--- src/rtl/uart_pkg.sv ---
// uart_pkg: shared UART receiver state encoding and oversampling constants
package uart_pkg;
  typedef enum logic [1:0] {IDLE, START, DATA, STOP} uart_rx_state_t;
  localparam int UART_OVERSAMPLE      = 16;
  localparam int UART_MID_START       = 7;
  localparam int UART_DBITS_DEFAULT   = 8;
  localparam int UART_SB_TICK_DEFAULT = 16;
endpackage

--- src/rtl/sync_bit.sv ---
// sync_bit: N-flop synchronizer (clk, async rst, d_i in, q_o synchronized out, flops reset to RST_VAL)
module sync_bit #(
  parameter int   N       = 2,
  parameter logic RST_VAL = 1'b1
) (
  input  logic clk,
  input  logic rst,
  input  logic d_i,
  output logic q_o
);
  logic [N-1:0] sync_q;
  always_ff @(posedge clk or posedge rst)
    if (rst) sync_q <= {N{RST_VAL}};
    else     sync_q <= {sync_q[N-2:0], d_i};
  assign q_o = sync_q[N-1];
endmodule

--- src/rtl/uart_rx_ack.sv ---
// uart_rx_ack: 16x oversampling UART RX (rx/sample_tick in; data_out/data_ready out with data_ack; sticky framing_error/overrun)
module uart_rx_ack
  import uart_pkg::*;
#(
  parameter int DBITS       = UART_DBITS_DEFAULT,
  parameter int SB_TICK     = UART_SB_TICK_DEFAULT,
  parameter int SYNC_STAGES = 2
) (
  input  logic             clk_100MHz,
  input  logic             reset,
  input  logic             rx,
  input  logic             sample_tick,
  input  logic             data_ack,
  output logic [DBITS-1:0] data_out,
  output logic             data_ready,
  output logic             framing_error,
  output logic             overrun
);
  localparam int BW = DBITS > 1 ? $clog2(DBITS) : 1;
  uart_rx_state_t   state_q, state_d;
  logic [4:0]       tick_q, tick_d;
  logic [BW-1:0]    bit_q, bit_d;
  logic [DBITS-1:0] shreg_q, shreg_d, sh_next, data_q, data_d;
  logic             rdy_q, rdy_d, fe_q, fe_d, ov_q, ov_d;
  logic             rx_s, done, ferr;
  sync_bit #(.N(SYNC_STAGES), .RST_VAL(1'b1)) u_sync (
    .clk(clk_100MHz), .rst(reset), .d_i(rx), .q_o(rx_s)
  );
  if (DBITS > 1) begin : g_sh
    assign sh_next = {rx_s, shreg_q[DBITS-1:1]};
  end else begin : g_sh1
    assign sh_next = rx_s;
  end
  always_ff @(posedge clk_100MHz or posedge reset)
    if (reset) begin
      state_q <= IDLE;
      tick_q  <= '0;
      bit_q   <= '0;
      shreg_q <= '0;
      data_q  <= '0;
      rdy_q   <= 1'b0;
      fe_q    <= 1'b0;
      ov_q    <= 1'b0;
    end else begin
      state_q <= state_d;
      tick_q  <= tick_d;
      bit_q   <= bit_d;
      shreg_q <= shreg_d;
      data_q  <= data_d;
      rdy_q   <= rdy_d;
      fe_q    <= fe_d;
      ov_q    <= ov_d;
    end
  always_comb begin
    state_d = state_q;
    tick_d  = tick_q;
    bit_d   = bit_q;
    shreg_d = shreg_q;
    done    = 1'b0;
    ferr    = 1'b0;
    case (state_q)
      IDLE: if (!rx_s) begin
        state_d = START;
        tick_d  = '0;
      end
      START: if (sample_tick) begin
        if (tick_q == 5'(UART_MID_START)) begin
          state_d = rx_s ? IDLE : DATA;
          tick_d  = '0;
          bit_d   = '0;
        end else tick_d = tick_q + 5'd1;
      end
      DATA: if (sample_tick) begin
        if (tick_q == 5'(UART_OVERSAMPLE - 1)) begin
          shreg_d = sh_next;
          tick_d  = '0;
          state_d = (bit_q == BW'(DBITS - 1)) ? STOP : DATA;
          bit_d   = bit_q + BW'(1);
        end else tick_d = tick_q + 5'd1;
      end
      STOP: if (sample_tick) begin
        if (tick_q == 5'(SB_TICK - 1)) begin
          state_d = IDLE;
          done    = rx_s;
          ferr    = !rx_s;
        end else tick_d = tick_q + 5'd1;
      end
      default: state_d = IDLE;
    endcase
    // a completion in the same cycle as data_ack wins: the new byte stays pending, no overrun
    data_d = done ? shreg_q : data_q;
    rdy_d  = done | (rdy_q & ~data_ack);
    ov_d   = ~data_ack & (ov_q | (done & rdy_q));
    fe_d   = ferr | (fe_q & ~data_ack);
  end
  assign data_out      = data_q;
  assign data_ready    = rdy_q;
  assign framing_error = fe_q;
  assign overrun       = ov_q;
endmodule

--- config.mk ---
export PLATFORM = sky130hd
export DESIGN_NAME = uart_rx_ack
export DESIGN_NICKNAME = d
export VERILOG_FILES = /design/src/rtl/uart_pkg.sv /design/src/rtl/sync_bit.sv /design/src/rtl/uart_rx_ack.sv
export SDC_FILE = /design/constraint.sdc
export NUM_CORES = 1
export LEC_CHECK = 0
export ABC_AREA = 1
export CORE_MARGIN = 5
export CORE_UTILIZATION = 59
export CTS_CLUSTER_DIAMETER = 50
export CTS_CLUSTER_SIZE = 30
export DETAILED_ROUTE_END_ITERATION = 10
export GPL_TIMING_DRIVEN = 0
export PLACE_DENSITY = 0.95
export SYNTH_ARGS = -nofsm -noshare
export SYNTH_HDL_FRONTEND = slang
export SYNTH_HIERARCHICAL = 1
export SYNTH_SLANG_ARGS = --single-unit
--- constraint.sdc ---
create_clock -name clk_100MHz -period 5.15 [get_ports clk_100MHz]
set_input_delay 1.03 -clock clk_100MHz [delete_from_list [all_inputs] [get_ports clk_100MHz]]
set_output_delay 1.03 -clock clk_100MHz [all_outputs]
set_load 0.01 [all_outputs]
==> flow_metrics.env, run 1 <==
export IMPL_status="complete, no violations"
export IMPL_power_frac_clock=0.267
export IMPL_yosysUniqueCellTypes=25
export IMPL_min_period_over_period=0.4426
export IMPL_post_dp_hpwl_um=2029
export IMPL_timing_rr_start="tick_q[0]"
export IMPL_worstMarginPinSlew_ns=1.070
export IMPL_cts_root_buffer="clkbuf_4"
export IMPL_ant_nets=0
export IMPL_relSlewSlack=0.2861
export IMPL_p_leak_nw=0.8964
export IMPL_dp_slack_ns=2.663
export IMPL_rows=18
export IMPL_reg2reg_to="bit_q[0]"
export IMPL_wl_per_cell_um=12.65
export IMPL_setup_ws_ns=2.870
export IMPL_clk_latency_ns=0.34
export IMPL_start_util=0.6080
export IMPL_viasPerCell=5.302
export IMPL_dr_total_vias=1177
export IMPL_p_seq_frac=0.509
export IMPL_cts_resized=0
export IMPL_setup_viol=0
export IMPL_fmax_ghz=0.4387
export IMPL_cts_sinks=31
export IMPL_cp_slowest_stage_delay_ns=0.54
export IMPL_r2r_slack_ns=3.18
export IMPL_firstDrtPassIters=4
export IMPL_dieArea_mm2=0.003608
export IMPL_synthCells=170
export IMPL_htree_num_levels=2
export IMPL_fp_dieH_um=60.07
export IMPL_routabilityCongestion=0.8106
export IMPL_hold_end="u_sync/sync_q[1]"
export IMPL_maxCapViolCount=0
export IMPL_core_mm2=0.002432
export IMPL_ys_warnings_count=6
export IMPL_internal_power_mw=0.3620
export IMPL_hold_viol_final=0
export IMPL_r2r_cells=9
export IMPL_drive_gt1_frac=0.1146
export IMPL_grt_total_usage=0.1916
export IMPL_post_route_drc_count=0
export IMPL_p_per_area_mw_per_mm2=308.4
export IMPL_worstHoldStart="u_sync/sync_q[0]"
export IMPL_finalSetupTns_ns=0
export IMPL_grt_pass1_wl_um=4981
export IMPL_ios=16
export IMPL_synth_seq_area_share=0.5262
export IMPL_synthesis_nets=181
export IMPL_skew_ns=0.007838
export IMPL_syn_area_per_cell_um2=8.700
export IMPL_grt_antenna_before_repair=0
export IMPL_grt_ovfl_total=0
export IMPL_path_delay_family="buffers and inverters"
export IMPL_drt_iter0_drc=45
export IMPL_critPathMaxFanout=2
export IMPL_worst_path_buf_inv=1
export IMPL_crit_required_ns=4.12
export IMPL_crit_path_end_kind="output pin"
export IMPL_hold_path_class="flop to flop"
export IMPL_period_minus_slack_ns=2.280
export IMPL_cts_path_max_buffers=2
export IMPL_power_switching_mw=0.1694
export IMPL_wirelength_um=2808
export IMPL_cts_tree="yes"
export IMPL_grt_max_degree=30
export IMPL_cts_buffers=5
export IMPL_p_comb_frac=0.224
export IMPL_cts_hold_buf=0
export IMPL_worstPathArrival_ns=1.25
export IMPL_dieWidth_um=60.07
export IMPL_hold_depth=0
export IMPL_timing_final_max_slew_violations=0
export IMPL_finish_net_count=203
export IMPL_sw_frac_of_total=0.3188
export IMPL_vdd_drop_max_uv=263.3
export IMPL_synth_seq_cells=31
export IMPL_critPathSlowestCell="clkdlybuf4s50_1"
export IMPL_postCtsSetupRepairBufs=0
export IMPL_whs_ns=0.3638
export IMPL_startpoint_type="flop"
export IMPL_syn_cell_area_mm2=0.001479
export IMPL_diodes=0
export IMPL_worstPathCellList="clkdlybuf4s50_1"
export IMPL_grt_pass1_vias=1173
export IMPL_area_growth_pct=16.50
export IMPL_rsz0062_at_grt="false"
export IMPL_clk_pin_slew_worst_paths_ns=0.09
export IMPL_finalPower_mw=0.5314
export IMPL_path_class="flop to output pin"
export IMPL_numPortBuffers=15
==> kinds of logic after synthesis <==
| logic type | synth area share |
|---|---|
| AND/OR/NAND/NOR | 0.2200 |
| adder cells (fa/ha/maj) | 0.05076 |
| buffers and inverters | 0.09814 |
| XOR/XNOR | 0.005923 |
| multiplexers | 0.006768 |
| flip-flops | 0.5262 |
| AO/OA/AOI/OAI | 0.09222 |
==> registers in the layout, indices dropped and copies added (netlist names), named ones only <==
register / count
data_ready: 1
shreg_q: 8
framing_error: 1
u_sync/sync_q: 2
overrun: 1
tick_q: 5
data_out: 8
state_q: 1
bit_q: 3
==> Yosys cell counts <==
cell	n	share of area
a21oi_1	1	0.0034
a31oi_1	1	0.0042
buf_4	1	0.0051
buf_6	3	0.023
dfrtp_1	29	0.49
dfstp_2	2	0.036
ha_1	6	0.051
inv_1	25	0.063
inv_2	1	0.0025
inv_4	1	0.0042
mux2i_1	1	0.0068
nand2_1	52	0.13
nand2_2	1	0.0042
nand2_4	1	0.0076
nand3_1	8	0.027
nand3_2	1	0.0068
nand4_1	1	0.0042
nor2_1	9	0.023
nor2_2	1	0.0042
nor3_4	1	0.011
o21ai_0	13	0.044
o21ai_1	7	0.024
o21ai_2	2	0.012
o31ai_1	1	0.0051
xor2_1	1	0.0059
==> layout make-up <==
cell class                 instances  area, um^2
buffer                             4       41.29
multi-input combinational        108       555.5
fill                             173       709.4
sequential                        31       778.2
tap                               30       37.54
timing repair buffer              15       150.1
clock buffer                       6       51.30
inverter                          27       103.9
clock inverter                     1       5.005
==> power by group through the flow <==
stage	combinational [mW]	sequential (mW)	clock, mW
after floorplan	0.0909	0.274	0
after global placement	0.107	0.275	0
after detailed placement	0.117	0.275	0
after CTS	0.118	0.271	0.148
after global routing	0.139	0.273	0.160
final	0.119	0.270	0.142
==> how the worst max path moves through the flow <==
stage                start          end  slack, ns  depth (start not counted)
2_1_floorplan  sample_tick     bit_q[0]       3.40                          5
3_3_place_gp   sample_tick     bit_q[0]       2.74                          6
3_5_place_dp   sample_tick     bit_q[0]       2.66                          6
4_1_cts         data_ready   data_ready       2.86                          1
5_1_grt        data_out[1]  data_out[1]       2.82                          1
6_report       data_out[1]  data_out[1]       2.87                          1
==> cell usage in the layout, fill, tap and decap left out, drive strengths merged <==
cell type / synthesis / routed
inv: 27 / 27
a31oi: 1 / 1
clkinv: 0 / 1
clkbuf: 0 / 6
o31ai: 1 / 1
nor2: 10 / 10
nand4: 1 / 1
dfrtp: 29 / 29
dfstp: 2 / 2
mux2i: 1 / 1
nor3: 1 / 1
ha: 6 / 6
nand3: 9 / 9
nand2: 54 / 54
o21ai: 22 / 22
xor2: 1 / 1
clkdlybuf4s50: 0 / 15
buf: 4 / 4
a21oi: 1 / 1
==> metrics by stage <==
stage,instance area [um^2],utilization,instances
6_report,1723,0.7083,222
5_1_grt,1723,0.7083,222
4_1_cts,1723,0.7083,222
3_5_place_dp,1667,0.6852,215
3_3_place_gp,1667,0.6852,215
2_1_floorplan,1479,-,170
==> routing by layer <==
layer | share of wire | GRT usage | up-vias
met1 | 0.42 | 0.2177 | 553
met5 | 0 | 0 | -
met2 | 0.50 | 0.3256 | 45
met4 | 0.0082 | 0.07911 | 0
met3 | 0.065 | 0.06695 | 6
li1 | - | - | 573
(Power assumes the default switching activity.)
==> run 2: changes to the inputs <==
Settings changed: CORE_UTILIZATION 59 to 55, PLACE_DENSITY 0.95 to 0.9.
Clock period 5.15 ns to 2.2 ns, I/O delays scaled along.
==> run 2 against run 1 <==
  * Non-clock buffer count unchanged
  * Clock skew rose by 0.0081 ns
  * Sequential cell count stayed put
  * Register-to-register slack lost 2.9 ns
  * Critical path depth increased by 8
  * Die area up 6.0%
  * Via count decreased by 3.4%
  * Utilization down 1.5 points
  * Largest cell class unchanged
  * Largest power group unchanged
==> flow_metrics.env, run 2 (same netlist as run 1, synthesis figures left out) <==
export IMPL_cts_tree="yes"
export IMPL_start_util=0.5863
export IMPL_layout_commonest_cell="nand2_1"
export IMPL_ant_nets=0
export IMPL_area_growth_pct=18.19
export IMPL_post_dp_hpwl_um=1963
export IMPL_diodes=0
export IMPL_timing_final_max_slew_violations=0
export IMPL_dr_total_vias=1137
export IMPL_r2r_slack_ns=0.30
export IMPL_timing_rr_start="tick_q[0]"
export IMPL_startpoint_type="flop"
export IMPL_period_minus_slack_ns=1.900
export IMPL_rows=18
export IMPL_vdd_drop_max_uv=877.4
export IMPL_core_mm2=0.002522
export IMPL_crit_required_ns=2.41
export IMPL_finalSetupTns_ns=0
export IMPL_hold_depth=0
export IMPL_setup_viol=0
export IMPL_postCtsSetupRepairBufs=0
export IMPL_reg2reg_to="bit_q[0]"
export IMPL_path_delay_family="simple AND/OR/NAND/NOR gates"
export IMPL_ios=16
export IMPL_cts_hold_buf=0
export IMPL_worstPathCellList="ha_1 > nand2_1 > nor2_1 > ha_1 > nand2_1 > nor3_4 > inv_2 > o21ai_2 > mux2i_1"
export IMPL_relSlewSlack=0.2823
export IMPL_routabilityCongestion=0.8377
export IMPL_p_leak_nw=0.9075
export IMPL_hold_end="u_sync/sync_q[1]"
export IMPL_placed_area_mm2=0.001667
export IMPL_drive_gt1_frac=0.1192
export IMPL_finish_net_count=203
export IMPL_min_period_over_period=0.8636
export IMPL_finalPower_mw=1.345
export IMPL_multiInputGateArea_um2=555.5
export IMPL_htree_num_levels=2
export IMPL_status="complete, no violations"
export IMPL_cts_path_max_buffers=2
export IMPL_cp_slowest_stage_delay_ns=0.39
export IMPL_worstMarginPinSlew_ns=1.075
export IMPL_cts_buffers=5
export IMPL_drt_iter0_drc=56
export IMPL_grt_total_usage=0.1830
export IMPL_grt_antenna_before_repair=0
export IMPL_r2r_cells=9
export IMPL_wl_per_cell_um=11.90
export IMPL_grt_pass1_wl_um=5016
export IMPL_cts_root_buffer="clkbuf_4"
export IMPL_grt_ovfl_total=0
export IMPL_viasPerCell=5.099
export IMPL_hold_viol_final=0
export IMPL_cts_sinks=31
export IMPL_critPathSlowestCell="dfrtp_1"
export IMPL_layout_common_cells="nand2_1 (52), dfrtp_1 (29), inv_1 (25)"
export IMPL_worst_path_buf_inv=1
export IMPL_dieArea_mm2=0.003826
export IMPL_maxCapViolCount=0
export IMPL_critPathMaxFanout=7
export IMPL_clk_latency_ns=0.34
export IMPL_rsz0062_at_grt="false"
export IMPL_clk_pin_slew_worst_paths_ns=0.09
export IMPL_fmax_ghz=0.5264
export IMPL_wirelength_um=2653
export IMPL_fill_cells=190
export IMPL_crit_path_end_kind="flop"
export IMPL_post_route_drc_count=0
export IMPL_dieWidth_um=61.86
export IMPL_seq_area_um2=778.2
export IMPL_numPortBuffers=15
export IMPL_worstHoldStart="u_sync/sync_q[0]"
export IMPL_grt_pass1_vias=1191
export IMPL_cts_resized=0
export IMPL_skew_ns=0.01598
export IMPL_p_per_area_mw_per_mm2=769.7
export IMPL_grt_max_degree=30
export IMPL_firstDrtPassIters=4
export IMPL_hold_path_class="flop to flop"
export IMPL_worstPathArrival_ns=2.11
export IMPL_fp_dieH_um=61.86
export IMPL_final_area_mm2=0.001748
export IMPL_path_class="flop to flop"
-- run 2: changes by cell type in the layout (fill, tap and decap cells not counted) --
cell       delta
bufinv_16     +1
clkinv_4      +1
clkbuf_8      -1
-- run 2: layer usage --
layer	global-route usage	wire length, um
met4	0.1000	41
met2	0.2945	1283
met5	0	0
met3	0.06405	149
met1	0.2137	1179
-- run 2: how the worst max path moves through the flow --
stage               depth (start not counted)          to  slack, ns  startpoint
floorplan                                   9    bit_q[0]       0.55   tick_q[0]
global placement                            9    bit_q[0]       0.35   tick_q[0]
detailed placement                          9    bit_q[0]       0.31   tick_q[0]
CTS                                         9    bit_q[0]       0.27   tick_q[0]
global route                                9  shreg_q[1]        0.1   tick_q[0]
finish                                      9    bit_q[0]       0.30   tick_q[0]
-- run 2: cell type report --
type / instances / share of cell area
buffer: 4 / 0.02362
timing repair buffer: 15 / 0.08590
multi-input combinational: 108 / 0.3178
clock inverter: 3 / 0.02505
tap: 30 / 0.02147
clock buffer: 5 / 0.02147
inverter: 27 / 0.05941
sequential: 31 / 0.4452
-- run 2: where the power goes --
group / total [mW] / leakage (nW) / switching, mW / internal [mW]
Sequential: 0.634 / 0.378 / 0.0232 / 0.611
Combinational: 0.268 / 0.484 / 0.180 / 0.0884
Clock: 0.443 / 0.0452 / 0.204 / 0.239
-- run 2: per-stage QoR --
step | instances | utilization | hold WS (ns) | setup WS [ns]
after global routing | 223 | 0.6930 | 0.3720 | 0.09612
final | 223 | 0.6930 | 0.3640 | 0.3002
after detailed placement | 215 | 0.6607 | 0.3535 | 0.3052
after CTS | 223 | 0.6930 | 0.3674 | 0.2709
after global placement | 215 | 0.6607 | 0.3471 | 0.3522
after floorplan | 170 | - | 0.3452 | 0.5458
-- run 2: worst reg2reg max path, delay by kind of cell, from the launching register on --
| kind | cells | cell delay [ns] |
|---|---|---|
| simple gates | 4 | 0.69 |
| flops | 1 | 0.39 |
| compound gates | 1 | 0.10 |
| buf+inv | 1 | 0.11 |
| fa+ha+maj | 2 | 0.39 |
| mux | 1 | 0.10 |
==> run 3: changes to the inputs <==
Settings changed: CELL_PAD_IN_SITES_DETAIL_PLACEMENT set to 0, CELL_PAD_IN_SITES_GLOBAL_PLACEMENT set to 1, CORE_UTILIZATION 55 to 41, PLACE_DENSITY 0.9 to 0.89.
Clock period 2.2 ns to 2.07 ns, I/O delays scaled along.
==> run 3 against run 2 <==
  * Sequential cell count did not move
  * Non-clock buffer count rose by 2
  * Register-to-register slack got worse by 0.13 ns
  * Clock-buffer cell count rose by 1
  * Clock power rose by 30%
  * Routed wire length rose by 3.5%
  * Die area rose by 28%
  * Critical path depth rose by 1
  * Final area rose by 3.1%
  * Setup slack got worse by 0.13 ns
  * Power rose by 14%
  * Combinational power rose by 6%
  * Critical endpoint unchanged
==> flow_metrics.env, run 3 (same netlist as run 1, synthesis figures left out) <==
export IMPL_layout_common_cells="nand2_1 (52), dfrtp_1 (29), inv_1 (25)"
export IMPL_critPathSlowestCell="dfrtp_1"
export IMPL_cts_root_buffer="clkbuf_4"
export IMPL_use_met3=0.03587
export IMPL_dieWidth_um=70.06
export IMPL_ant_nets=0
export IMPL_status="complete, no violations"
export IMPL_worstPathCellList="ha_1 > nand2_1 > nor2_1 > ha_1 > nand2_1 > nor3_4 > buf_4 > inv_2 > o21ai_2 > mux2i_1"
export IMPL_fmax_ghz=0.5273
export IMPL_cts_path_max_buffers=2
export IMPL_critPathMaxFanout=4
export IMPL_firstDrtPassIters=4
export IMPL_clk_pin_slew_worst_paths_ns=0.09
export IMPL_finish_net_count=205
export IMPL_p_per_area_mw_per_mm2=853.3
export IMPL_post_route_drc_count=0
export IMPL_cts_sinks=31
export IMPL_hold_path_class="flop to flop"
export IMPL_ios=16
export IMPL_cts_resized=0
export IMPL_grt_pass1_vias=1128
export IMPL_vdd_drop_max_uv=457.8
export IMPL_wl_per_cell_um=11.40
export IMPL_place_inst=231
export IMPL_grt_antenna_before_repair=0
export IMPL_setup_viol=0
export IMPL_drive_gt1_frac=0.1231
export IMPL_relSlewSlack=0.2697
export IMPL_path_class="flop to flop"
export IMPL_hold_viol_final=0
export IMPL_worstPathArrival_ns=2.10
export IMPL_min_period_over_period=0.9162
export IMPL_grt_ovfl_total=0
export IMPL_startpoint_type="flop"
export IMPL_fin_util=0.5278
export IMPL_clk_latency_ns=0.33
export IMPL_maxCapViolCount=0
export IMPL_cts_buffers=5
export IMPL_setup_ws_ns=0.1734
export IMPL_area_growth_pct=21.91
export IMPL_rsz0062_at_grt="false"
export IMPL_dieArea_mm2=0.004908
export IMPL_core_mm2=0.003416
export IMPL_fp_dieH_um=70.06
export IMPL_worstMarginPinSlew_ns=1.094
export IMPL_use_met2=0.2046
export IMPL_timing_final_max_slew_violations=0
export IMPL_wirelength_um=2747
export IMPL_grt_total_usage=0.1251
export IMPL_fill_cells=318
export IMPL_grt_pass1_wl_um=4816
export IMPL_drt_iter0_drc=67
export IMPL_finalNonFillerCells=241
export IMPL_finalSetupTns_ns=0
export IMPL_period_minus_slack_ns=1.897
export IMPL_numPortBuffers=15
export IMPL_post_dp_hpwl_um=2038
export IMPL_grt_max_degree=30
export IMPL_cp_slowest_stage_delay_ns=0.39
export IMPL_viasPerCell=4.656
export IMPL_crit_path_end_kind="flop"
export IMPL_diodes=0
export IMPL_p_leak_nw=0.9257
export IMPL_start_util=0.4330
export IMPL_routabilityCongestion=0.8922
export IMPL_use_met1=0.1520
export IMPL_cts_tree="yes"
export IMPL_top_usage_layer="met2"
export IMPL_rows=21
export IMPL_layout_commonest_cell="nand2_1"
export IMPL_skew_ns=0.01187
export IMPL_htree_num_levels=2
export IMPL_dp_slack_ns=0.1410
export IMPL_dr_total_vias=1122
export IMPL_crit_required_ns=2.27
-- run 3: through the flow --
stage / area (um^2) / hold WS, ns / power [mW]
2_1_floorplan: 1479 / 0.3255 / 0.9067
3_3_place_gp: 1687 / 0.3471 / 0.9584
3_5_place_dp: 1687 / 0.3520 / 0.9722
4_1_cts: 1788 / 0.3612 / 1.555
5_1_grt: 1803 / 0.3566 / 1.638
6_report: 1803 / 0.3576 / 1.538
-- run 3: area by class of cell --
class	instances	area [um^2]	share of cell area
Sequential cell	31	778.2	0.4316
Multi-Input combinational cell	108	555.5	0.3081
Timing Repair Buffer	17	165.2	0.09160
Inverter	27	103.9	0.05760
Clock inverter	2	60.06	0.03331
Tap cell	46	57.56	0.03192
Clock buffer	6	41.29	0.02290
Buffer	4	41.29	0.02290
-- run 3: path summary, 6_finish.rpt --
check	from	to	slack, ns	depth (start not counted)
setup / recovery	tick_q[0]	bit_q[0]	0.17	10
hold / removal	u_sync/sync_q[0]	u_sync/sync_q[1]	0.36	0
setup reg to reg	tick_q[0]	bit_q[0]	0.17	10
hold reg to reg	u_sync/sync_q[0]	u_sync/sync_q[1]	0.36	0
max in group asynchronous	reset	bit_q[0]	0.72	2
min in group asynchronous	reset	u_sync/sync_q[1]	0.43	2
-- run 3: repair_timing --
item / CTS / global route
hold buffers: 0 / 0
setup buffers: 0 / 2
hold endpoints to repair: 0 / 0
endpoints found under the setup margin: 0 / 1
-- run 3: power by group --
group / leakage (nW) / internal [mW] / total [mW] / switching [mW]
Clock: 0.0525 / 0.377 / 0.578 / 0.201
Combinational: 0.495 / 0.0942 / 0.283 / 0.189
Sequential: 0.378 / 0.649 / 0.677 / 0.0280
Total: 0.926 / 1.12 / 1.54 / 0.418
-- run 3: critical path: cells and delay by family, from the launching register on --
kind,cells,cell delay (ns)
flip-flops,1,0.39
buffers and inverters,2,0.20
AND/OR/NAND/NOR,4,0.60
multiplexers,1,0.11
AO/OA/AOI/OAI,1,0.08
adder cells (fa/ha/maj),2,0.40
-- run 3: routing by layer --
layer | share of wire | vias up
li1 | - | 578
met1 | 0.47 | 509
met2 | 0.47 | 33
met3 | 0.058 | 2
met4 | 0.0062 | 0
met5 | 0 | -
